===== src/rtl/number_resizer_pkg.sv =====
// number_resizer_pkg: shared mode encoding for the lane width adapter.
package number_resizer_pkg;
  typedef enum logic [1:0] {ZEXT = 2'd0, SEXT = 2'd1, REPL = 2'd2, SAT = 2'd3} resize_mode_t;
endpackage


===== src/rtl/number_resizer_lane.sv =====
// resize_lane: combinational IN_W -> OUT_W conversion of one lane.
module resize_lane
  import number_resizer_pkg::*;
#(
  parameter int IN_W  = 4,
  parameter int OUT_W = 8
) (
  input  logic [IN_W-1:0]  x_i,
  input  resize_mode_t     mode_i,
  output logic [OUT_W-1:0] y_o,
  output logic             sat_o
);
  logic [OUT_W-1:0] zx, sx, rep, lim, sat_y;
  logic             clamped;
  for (genvar b = 0; b < OUT_W; b++) begin : g_bit
    assign rep[b] = x_i[b % IN_W];
    // clamp limit: sign bit on top, its inverse below (min for negative, max for positive)
    assign lim[b] = (b == OUT_W - 1) ? x_i[IN_W-1] : ~x_i[IN_W-1];
    if (b < IN_W) begin : g_in
      assign zx[b] = x_i[b];
      assign sx[b] = x_i[b];
    end else begin : g_ext
      assign zx[b] = 1'b0;
      assign sx[b] = x_i[IN_W-1];
    end
  end
  if (OUT_W < IN_W) begin : g_narrow
    assign clamped = x_i[IN_W-1:OUT_W-1] != {(IN_W - OUT_W + 1){x_i[IN_W-1]}};
    assign sat_y   = clamped ? lim : sx;
  end else begin : g_wide
    assign clamped = 1'b0;
    assign sat_y   = sx;
  end
  assign y_o   = (mode_i == ZEXT) ? zx : (mode_i == SEXT) ? sx : (mode_i == REPL) ? rep : sat_y;
  assign sat_o = (mode_i == SAT) && clamped;
endmodule


===== src/rtl/number_resizer.sv =====
// number_resizer: registered multi-lane width adapter with 2-entry skid buffer
// and a saturating count of beats that clamped.
module number_resizer
  import number_resizer_pkg::*;
#(
  parameter int NUM_CH = 2,
  parameter int IN_W   = 4,
  parameter int OUT_W  = 8,
  parameter int CNT_W  = 16
) (
  input  logic                    clk,
  input  logic                    rst_n,
  input  logic                    in_valid,
  output logic                    in_ready,
  input  logic [1:0]              in_mode,
  input  logic [NUM_CH*IN_W-1:0]  in_data,
  output logic                    out_valid,
  input  logic                    out_ready,
  output logic [NUM_CH*OUT_W-1:0] out_data,
  output logic [NUM_CH-1:0]       out_sat,
  output logic [CNT_W-1:0]        sat_cnt,
  input  logic                    sat_clr
);
  logic [NUM_CH*OUT_W-1:0] conv_data, main_data_q, main_data_d, skid_data_q, skid_data_d;
  logic [NUM_CH-1:0]       conv_sat, main_sat_q, main_sat_d, skid_sat_q, skid_sat_d;
  logic                    main_valid_q, main_valid_d, skid_valid_q, skid_valid_d;
  logic                    in_ready_q, in_fire, main_take, skid_load;
  logic [CNT_W-1:0]        sat_cnt_q, sat_cnt_d;
  resize_mode_t            mode;
  assign mode = resize_mode_t'(in_mode);
  for (genvar l = 0; l < NUM_CH; l++) begin : g_lane
    resize_lane #(.IN_W(IN_W), .OUT_W(OUT_W)) u_lane (
      .x_i   (in_data[l*IN_W +: IN_W]),
      .mode_i(mode),
      .y_o   (conv_data[l*OUT_W +: OUT_W]),
      .sat_o (conv_sat[l])
    );
  end
  assign in_fire = in_valid && in_ready_q;
  // skid only fills when main is stalled; in_ready_q guarantees no input while skid is full
  always_comb begin
    main_take    = !main_valid_q || out_ready;
    skid_load    = !main_take && in_fire;
    main_valid_d = main_take ? (skid_valid_q || in_fire) : main_valid_q;
    main_data_d  = (main_take && skid_valid_q) ? skid_data_q : (main_take && in_fire) ? conv_data : main_data_q;
    main_sat_d   = (main_take && skid_valid_q) ? skid_sat_q : (main_take && in_fire) ? conv_sat : main_sat_q;
    skid_valid_d = main_take ? 1'b0 : (skid_valid_q || in_fire);
    skid_data_d  = skid_load ? conv_data : skid_data_q;
    skid_sat_d   = skid_load ? conv_sat : skid_sat_q;
    sat_cnt_d    = sat_clr ? '0 : (in_fire && |conv_sat && !(&sat_cnt_q)) ? sat_cnt_q + 1'b1 : sat_cnt_q;
  end
  always_ff @(posedge clk or negedge rst_n) begin
    if (!rst_n) begin
      main_valid_q <= 1'b0;
      main_data_q  <= '0;
      main_sat_q   <= '0;
      skid_valid_q <= 1'b0;
      skid_data_q  <= '0;
      skid_sat_q   <= '0;
      in_ready_q   <= 1'b0;
      sat_cnt_q    <= '0;
    end else begin
      main_valid_q <= main_valid_d;
      main_data_q  <= main_data_d;
      main_sat_q   <= main_sat_d;
      skid_valid_q <= skid_valid_d;
      skid_data_q  <= skid_data_d;
      skid_sat_q   <= skid_sat_d;
      in_ready_q   <= !skid_valid_d;
      sat_cnt_q    <= sat_cnt_d;
    end
  end
  assign in_ready  = in_ready_q;
  assign out_valid = main_valid_q;
  assign out_data  = main_data_q;
  assign out_sat   = main_sat_q;
  assign sat_cnt   = sat_cnt_q;
endmodule


===== config.mk =====
export PLATFORM = sky130hd
export DESIGN_NAME = number_resizer
export DESIGN_NICKNAME = d
export VERILOG_FILES = /design/src/rtl/number_resizer_pkg.sv /design/src/rtl/number_resizer_lane.sv /design/src/rtl/number_resizer.sv
export SDC_FILE = /design/constraint.sdc
export NUM_CORES = 1
export LEC_CHECK = 0
export CAP_MARGIN = 15
export CELL_PAD_IN_SITES_DETAIL_PLACEMENT = 0
export CELL_PAD_IN_SITES_GLOBAL_PLACEMENT = 2
export CORE_UTILIZATION = 26
export CTS_CLUSTER_DIAMETER = 150
export DETAILED_ROUTE_END_ITERATION = 10
export HOLD_SLACK_MARGIN = 0.02
export PLACE_DENSITY = 0.82
export SYNTH_ARGS = -nofsm -noshare
export SYNTH_HDL_FRONTEND = slang
export SYNTH_SLANG_ARGS = --single-unit

===== constraint.sdc =====
create_clock -name clk -period 1.3 [get_ports clk]
set_input_delay 0.325 -clock clk [delete_from_list [all_inputs] [get_ports clk]]
set_output_delay 0.325 -clock clk [all_outputs]
set_load 0.01 [all_outputs]

# Word level (Yosys, flattened, before mapping)

Index checks and enable logic that the tools add are counted.

Register bits: 37
Latch bits: 0
Bits in writable memories: 0
ROM bits: 0
Input port bits: 15
Output and inout bits: 36
Word-level logic and storage cells: 30
Memories: 0

Add/sub/neg operators: 0
Multipliers: 0
Div/mod/pow operators: 0
Magnitude comparators: 0
Eq/ne operators: 2
Shift-type cells: 0
Multiplexer cells: 11
Bitwise gates (word level): 0
Reduce and logical (&&, ||, !) cells: 11

Operators with widths:

| cell                                                | count |
|---|---|
| 2-to-1 mux 16 bit                                   | 2 |
| 2-to-1 mux 7 bit                                    | 4 |
| 2-to-1 mux 8 bit                                    | 2 |
| logical AND 1 bit                                   | 4 |
| 2-to-1 mux 2 bit                                    | 2 |
| zero test 1 bit                                     | 3 |
| equality test 2 x 1 -> 1 bit, second input constant | 1 |
| equality test 2 bit, second input constant          | 1 |
| zero test 2 bit                                     | 1 |
| logical OR 1 bit                                    | 2 |
| nonzero test 2 bit                                  | 1 |
| 2-to-1 mux 1 bit                                    | 1 |

# Longest topological paths before layout

Gate-level depths: netlist of the first run.

Depth in word-level cells: 6
Gate-level depth with buffers: 5
Depth with buffers taken out: 3

# Modules after synthesis

From an unflattened synthesis of the first run, not the netlist that was laid out.

Cells, all modules: 243
Area total of the unflattened synthesis: 2651.3 µm²

Modules (own cells, without submodules):

| module         | instances | cells each | area an instance (µm²) | seq. area each (µm²) |
|---|---|---|---|---|
| number_resizer | 1         | 221        | 2483.6                 | 1376.3 |
| resize_lane    | 2         | 11         | 83.8                   | 0.0 |

# Worst setup path before layout of the first run

OpenSTA, ideal clock, no wires.

Path type: reg2reg
Start point: register in_ready_q (netlist: in_ready)
End point: register skid_data_q[0]
Library setup time: 125 ps
Arrival: 1087 ps
Required time: 1175 ps
Path slack: 88 ps
Stages on the path, launching flop included: 4
Path buffers: 1
Period minus slack after synthesis: 1212 ps
Cell sequence: dfrtp_1 > nand4b_2 > buf_6 > mux2_4

Word-level cells in the longest chain between the ends: 2

RTL lines:

| what                     | line                 | text |
|---|---|---|
| start: declaration       | number_resizer.sv:27 | `logic in_ready_q, in_fire, main_take, skid_load;` |
| start signal: assignment | number_resizer.sv:69 | `in_ready_q <= !skid_valid_d;` |
| logical AND 1 bit        | number_resizer.sv:39 | `assign in_fire = in_valid && in_ready_q;` |
| logical AND 1 bit        | number_resizer.sv:43 | `skid_load = !main_take && in_fire;` |
| end signal: assignment   | number_resizer.sv:67 | `skid_data_q <= skid_data_d;` |
| end: declaration         | number_resizer.sv:24 | `logic [NUM_CH*OUT_W-1:0] conv_data, main_data_q, main_data_d, skid_data_q, skid_data_d;` |

No other way between the ends.
A chain may end at the register's enable or synchronous reset.

# Final worst setup path of the first run

Start point: register main_data_q[6] (netlist: out_data[6])
End point: output out_data[6]

RTL lines:

| what                     | line                 | text |
|---|---|---|
| start: declaration       | number_resizer.sv:24 |  |
| start signal: assignment | number_resizer.sv:64 | `main_data_q <= main_data_d;` |
| end: declaration         | number_resizer.sv:19 | `output logic [NUM_CH*OUT_W-1:0] out_data,` |

No word-level cell between the ends.

==> metrics.yaml, run 1 <==
yosys.cell_types.count: 30
slowest_delay_ns: 0.38
area_delta_synth_final_pct: 36.7
avgViaCountPerCell: 4.56
min_path_type: "in -> async"
min_period_over_period: 0.980
cts_tree: "yes"
postPlaceCellArea_mm2: 0.00230
fmax_mhz: 785
crit_family: "flip-flops"
skew_ns: 0.00869
final_cells: 306
powerDensity_mw_per_mm2: 1380
endpoint_kind: "primary output"
p_int_w: 0.00235
p_sw_frac: 0.310
drive_above_1_share: 0.248
dpl.cell_count: 295
worstSetupStartpointType: "flop"
clock_latency_ns: 0.29
critPathRequiredTime_ns: 0.98
grt_pass1_wl_mm: 6.99
seq_power_share: 0.448
crit_chain: "dlygate4sd2_1"
ys_async_sr_fraction: 1.00
wl_per_cell_um: 14.3
root_buffer: "clkbuf_8"
ys_ff_latch: 35
synthTopCellsByArea: "dfrtp_1 48%, buf_4 8.7%, mux2_4 5.0%"
final_common_cell: "dfrtp_1"
ant_nets: 0
critPathKind: "reg -> out"
fin_hold_ws_ns: 0.404
initial_core_util: 0.268
clockPowerShare: 0.223
combinationalPowerShare: 0.329
clock_sinks: 35
utilization: 0.366
grt_use_total: 0.126
insertedDiodeCount: 0
status: "completed"
syn_area_per_cell_um2: 10.3
min_period_ns: 1.27
grt_pass1_vias: 1374
ios: 51
crit_slowest_cell: "dfrtp_1"
critPathMaxFanout: 2
crit_buf_inv: 1
drv_slew: 0
synthCells: 175
grt_max_degree: 36
synth_edf_count: 0
switching_power_w: 0.00106
cap_violations: 0
layout_common_cells: "33 x dfrtp_1, 21 x buf_4, 18 x conb_1"
core_area_mm2: 0.00676
gr-total-overflow: 0
hold_violations: 0
cts_buffers: 5
final_area_mm2: 0.00247
synth_top_area_cell: "dfrtp_1"
cp.arrival_ns: 0.95
yosysSeqAreaShare: 0.484
first_pass_iters: 4
finalNetCount: 240
peakVddDrop_v: 0.000376
htreeDepth: 2
route.detailed.drc: 0
port_buffers: 31
wl_mm: 4.37
clkTransAtPathRegs_ns: 0.08
syn-cell-area_mm2: 0.00181
max-clock-path-buffers: 2
antenna_found_initial: 0
first_iter_violations: 73
die_h_um: 85.4
post-dp-hpwl_mm: 3.05
vias: 1395
synth-warning-count: 0
yosys.area.top_type_share: 0.484
tns_ns: 0
rsz0062_at_grt: "true"
finalSetupViolCount: 0
die_w_um: 85.4
core.rowCount: 30
gp_congestion: 0.754
dieArea_mm2: 0.00730
ys.flop_type: "dfrtp_1"
p_leak_nw: 1.16
==> synth_stat cells (2+ instances only) <==
cell type and count:
dfrtp_1 35, buf_4 21, nand2_1 17, o21ai_0 13
o21ai_1 10, nand2b_1 9, o2111ai_1 8, nor2_1 7
a21oi_1 6, a221oi_1 6, buf_2 6, mux2_4 6
o31ai_1 6, mux2_2 3, a21o_1 2, and2_1 2
buf_6 2, clkbuf_1 2, inv_1 2, nor2b_1 2
==> logic make-up after synthesis <==
kind of cell	Yosys count	synth area share
buffers and inverters	34	0.127
AO/OA/AOI/OAI	55	0.202
other	1	0.00207
flip-flops	35	0.484
AND/OR/NAND/NOR	41	0.117
multiplexers	9	0.0684
==> layer usage <==
layer,track usage,up-vias,wire length (um),part of all wire
li1,-,682,-,-
met1,0.167,671,2120,0.49
met2,0.202,37,2020,0.46
met3,0.0370,5,192,0.044
met4,0.0318,0,42,0.0096
met5,0,-,0,0
==> metrics by stage <==
stage          power, W  setup slack [ns]
3_3_place_gp    0.00269            -0.433
6_report        0.00341            0.0257
3_5_place_dp    0.00270            -0.403
4_1_cts         0.00338           -0.0140
5_1_grt         0.00362         -0.000362
2_1_floorplan   0.00214            0.0878
==> area by class of cell <==
cell class,count,area (um^2)
repair buffers,58,581
clock buffers,7,76.3
well taps,80,100
flip-flops and latches,35,878
clock inverters,1,5.00
multi-input cells,123,827
fillers,693,4280
inverters,2,7.51
==> power groups by stage <==
stage / clock network [W] / logic (W) / registers (W)
5_1_grt: 0.000828 / 0.00123 / 0.00157
2_1_floorplan: 0 / 0.000561 / 0.00158
3_3_place_gp: 0 / 0.00115 / 0.00154
3_5_place_dp: 0 / 0.00116 / 0.00154
4_1_cts: 0.000781 / 0.00108 / 0.00152
6_report: 0.000759 / 0.00112 / 0.00152
==> state kept, by name, indices dropped and copies added (netlist names) <==
register and count:
in_ready 1, out_data 16, out_valid 1, skid_data_q 16, skid_valid_q 1
==> repair_timing <==
item / in CTS / in global routing
endpoints found under the setup margin: 46 / 43
buffers inserted: 0 / 3
hold endpoints to repair: 0 / 0
pin swaps: 2 / 2
hold buffers: 0 / 0
gates cloned: 0 / 1
gates resized for setup: 32 / 18
==> final timing paths <==
check                           startpoint              end  slack, ns  depth (start not counted)
max                            out_data[6]      out_data[6]       0.03                          1
min                                  rst_n  skid_data_q[15]       0.40                          2
max reg2reg                       in_ready  skid_data_q[11]       0.05                          4
min reg2reg                skid_data_q[12]  skid_data_q[12]       0.48                          2
max in group asynchronous            rst_n        out_valid       0.69                          2
min in group clk                in_mode[1]   skid_data_q[7]       0.48                          3
Power figures use the tool's default switching activity.
==> inputs of run 2 (changes only) <==
--- a/config.mk
+++ b/config.mk
@@ -8,11 +8,11 @@
 export CAP_MARGIN = 15
 export CELL_PAD_IN_SITES_DETAIL_PLACEMENT = 0
 export CELL_PAD_IN_SITES_GLOBAL_PLACEMENT = 2
-export CORE_UTILIZATION = 26
+export CORE_UTILIZATION = 29
 export CTS_CLUSTER_DIAMETER = 150
 export DETAILED_ROUTE_END_ITERATION = 10
 export HOLD_SLACK_MARGIN = 0.02
-export PLACE_DENSITY = 0.82
+export PLACE_DENSITY_LB_ADDON = 0.1
 export SYNTH_ARGS = -nofsm -noshare
 export SYNTH_HDL_FRONTEND = slang
 export SYNTH_SLANG_ARGS = --single-unit
==> run 2 against run 1 <==
  * Fmax up 0.61%
  * Non-clock buffer count up 4
  * Cell count unchanged
  * Largest cell class is now multi-input combinational cells
  * Worst hold slack better by 0.0093 ns
  * Clock-buffer cell count up 1
  * Core utilization up 6.2 points
==> metrics.yaml, run 2 (synthesis results as in run 1) <==
status: "completed"  # unchanged
core.rowCount: 28  # was 30
drv_slew: 0  # unchanged
multi_input_comb_area_um2: 877  # was 827 um^2
root_buffer: "clkbuf_8"  # unchanged
clkTransAtPathRegs_ns: 0.07  # was 0.08 ns
rrSetupSlack_ns: 0.06  # was 0.05 ns
wl_per_cell_um: 15.0  # was 14.3 um
gr-total-overflow: 0  # unchanged
wl_mm: 4.60  # was 4.37 mm
grt_use_total: 0.157  # was 0.126
grt_max_degree: 36  # unchanged
min_period_over_period: 0.974  # was 0.980
first_pass_iters: 4  # unchanged
die_h_um: 81.0  # was 85.4 um
ant_nets: 0  # unchanged
utilization: 0.428  # was 0.366
critPathKind: "in -> reg"  # was reg -> out
fin_hold_ws_ns: 0.413  # was 0.404 ns
critPathRequiredTime_ns: 1.53  # was 0.98 ns
grt_pass1_wl_mm: 7.41  # was 6.99 mm
nFillCells: 595  # was 693
crit_start: "in_data[3]"  # was out_data[6]
tns_ns: 0  # unchanged
post-dp-hpwl_mm: 3.23  # was 3.05 mm
min_period_ns: 1.27  # about the same
dieArea_mm2: 0.00656  # was 0.00730 mm^2
route.detailed.drc: 0  # unchanged
min_path_type: "in -> async"  # unchanged
gp_congestion: 0.739  # was 0.754
insertedDiodeCount: 0  # unchanged
port_buffers: 31  # unchanged
final_common_cell: "dfrtp_1"  # unchanged
powerDensity_mw_per_mm2: 1410  # was 1380 mW/mm^2
fmax_mhz: 790  # was 785 MHz
clock_latency_ns: 0.29  # about the same
worstSetupStartpointType: "primary input"  # was flop
regArea_um2: 876  # was 878 um^2
endpoint_kind: "flop"  # was primary output
r2r_end: "skid_data_q[10]"  # was skid_data_q[11]
rsz0062_at_grt: "true"  # unchanged
peakVddDrop_v: 0.000556  # was 0.000376 V
ios: 51  # unchanged
cts_buffers: 5  # unchanged
die_w_um: 81.0  # was 85.4 um
cts_tree: "yes"  # unchanged
rr_startpoint: "out_valid"  # was in_ready
antenna_found_initial: 0  # unchanged
drive_above_1_share: 0.290  # was 0.248
htreeDepth: 2  # unchanged
finalNetCount: 245  # was 240
cp.arrival_ns: 1.50  # was 0.95 ns
finalSetupViolCount: 0  # unchanged
core_area_mm2: 0.00596  # was 0.00676 mm^2
max-clock-path-buffers: 2  # unchanged
layout_common_cells: "35 x dfrtp_1, 25 x buf_4, 18 x o21ai_1, 18 x conb_1, 18 x clkdlybuf4s15_1"  # was 33 x dfrtp_1, 21 x buf_4, 18 x conb_1
skew_ns: 0.00456  # was 0.00869 ns
ff2ff_path_depth: 4  # unchanged
critPathMaxFanout: 3  # was 2
grt_pass1_vias: 1427  # was 1,374
avgViaCountPerCell: 4.77  # was 4.56
cap_violations: 0  # unchanged
vias: 1461  # was 1,395
p_leak_nw: 1.19  # was 1.16 nW
clock_sinks: 35  # unchanged
initial_core_util: 0.304  # was 0.268
area_delta_synth_final_pct: 40.8  # was 36.7%
cts_hold_buf: 0  # unchanged
hold_violations: 0  # unchanged
first_iter_violations: 77  # was 73
## run 2: critical path, cell delays in order
cell	delay, ns
clkdlybuf4s50_1	0.55
o21ai_1	0.17
a2111oi_2	0.33
a21o_1	0.12
## run 2: report_power, final
group	internal, W	switching, W	total [W]
logic	0.000648	0.000554	0.00120
clock network	0.000484	0.000397	0.000881
registers	0.00137	0.000148	0.00152
## run 2: area by class of cell
cell class              instances  area share
clock buffers                   8      0.0393
inverters                       2     0.00295
multi-input cells             124       0.344
flip-flops and latches         35       0.344
well taps                      75      0.0368
repair buffers                 62       0.233
## run 2: metal layers
layer  vias up  global-route usage  wire length [um]
met4         0              0.0536                55
met2        39               0.260              2250
met1       721               0.198              2100
li1        695                   -                 -
met5         -                   0                 0
met3         6              0.0382               193
## run 2: how the worst max path moves through the flow
stage	end	slack, ns
after floorplan	skid_data_q[0]	0.09
after global placement	out_data[7]	-0.39
after detailed placement	out_data[7]	-0.47
after CTS	out_data[13]	-0.008
after global routing	out_data[7]	-0.02
final	out_data[7]	0.03
## run 2: timing repair
item | in CTS | in global routing
cloned | 0 | 1
pin swaps | 2 | 2
resized for setup | 49 | 24
endpoints found under the setup margin | 30 | 35
endpoints found under the hold margin | 0 | 0
setup buffers | 2 | 3
## run 2: per-stage QoR
| step | power [W] | area (um^2) | setup WS, ns | instances |
|---|---|---|---|---|
| 2_1_floorplan | 0.00214 | 1870 | 0.0878 | 192 |
| 3_3_place_gp | 0.00268 | 2300 | -0.387 | 293 |
| 3_5_place_dp | 0.00270 | 2300 | -0.468 | 293 |
| 4_1_cts | 0.00357 | 2470 | -0.00832 | 303 |
| 5_1_grt | 0.00384 | 2550 | -0.0237 | 306 |
| 6_report | 0.00360 | 2550 | 0.0335 | 306 |
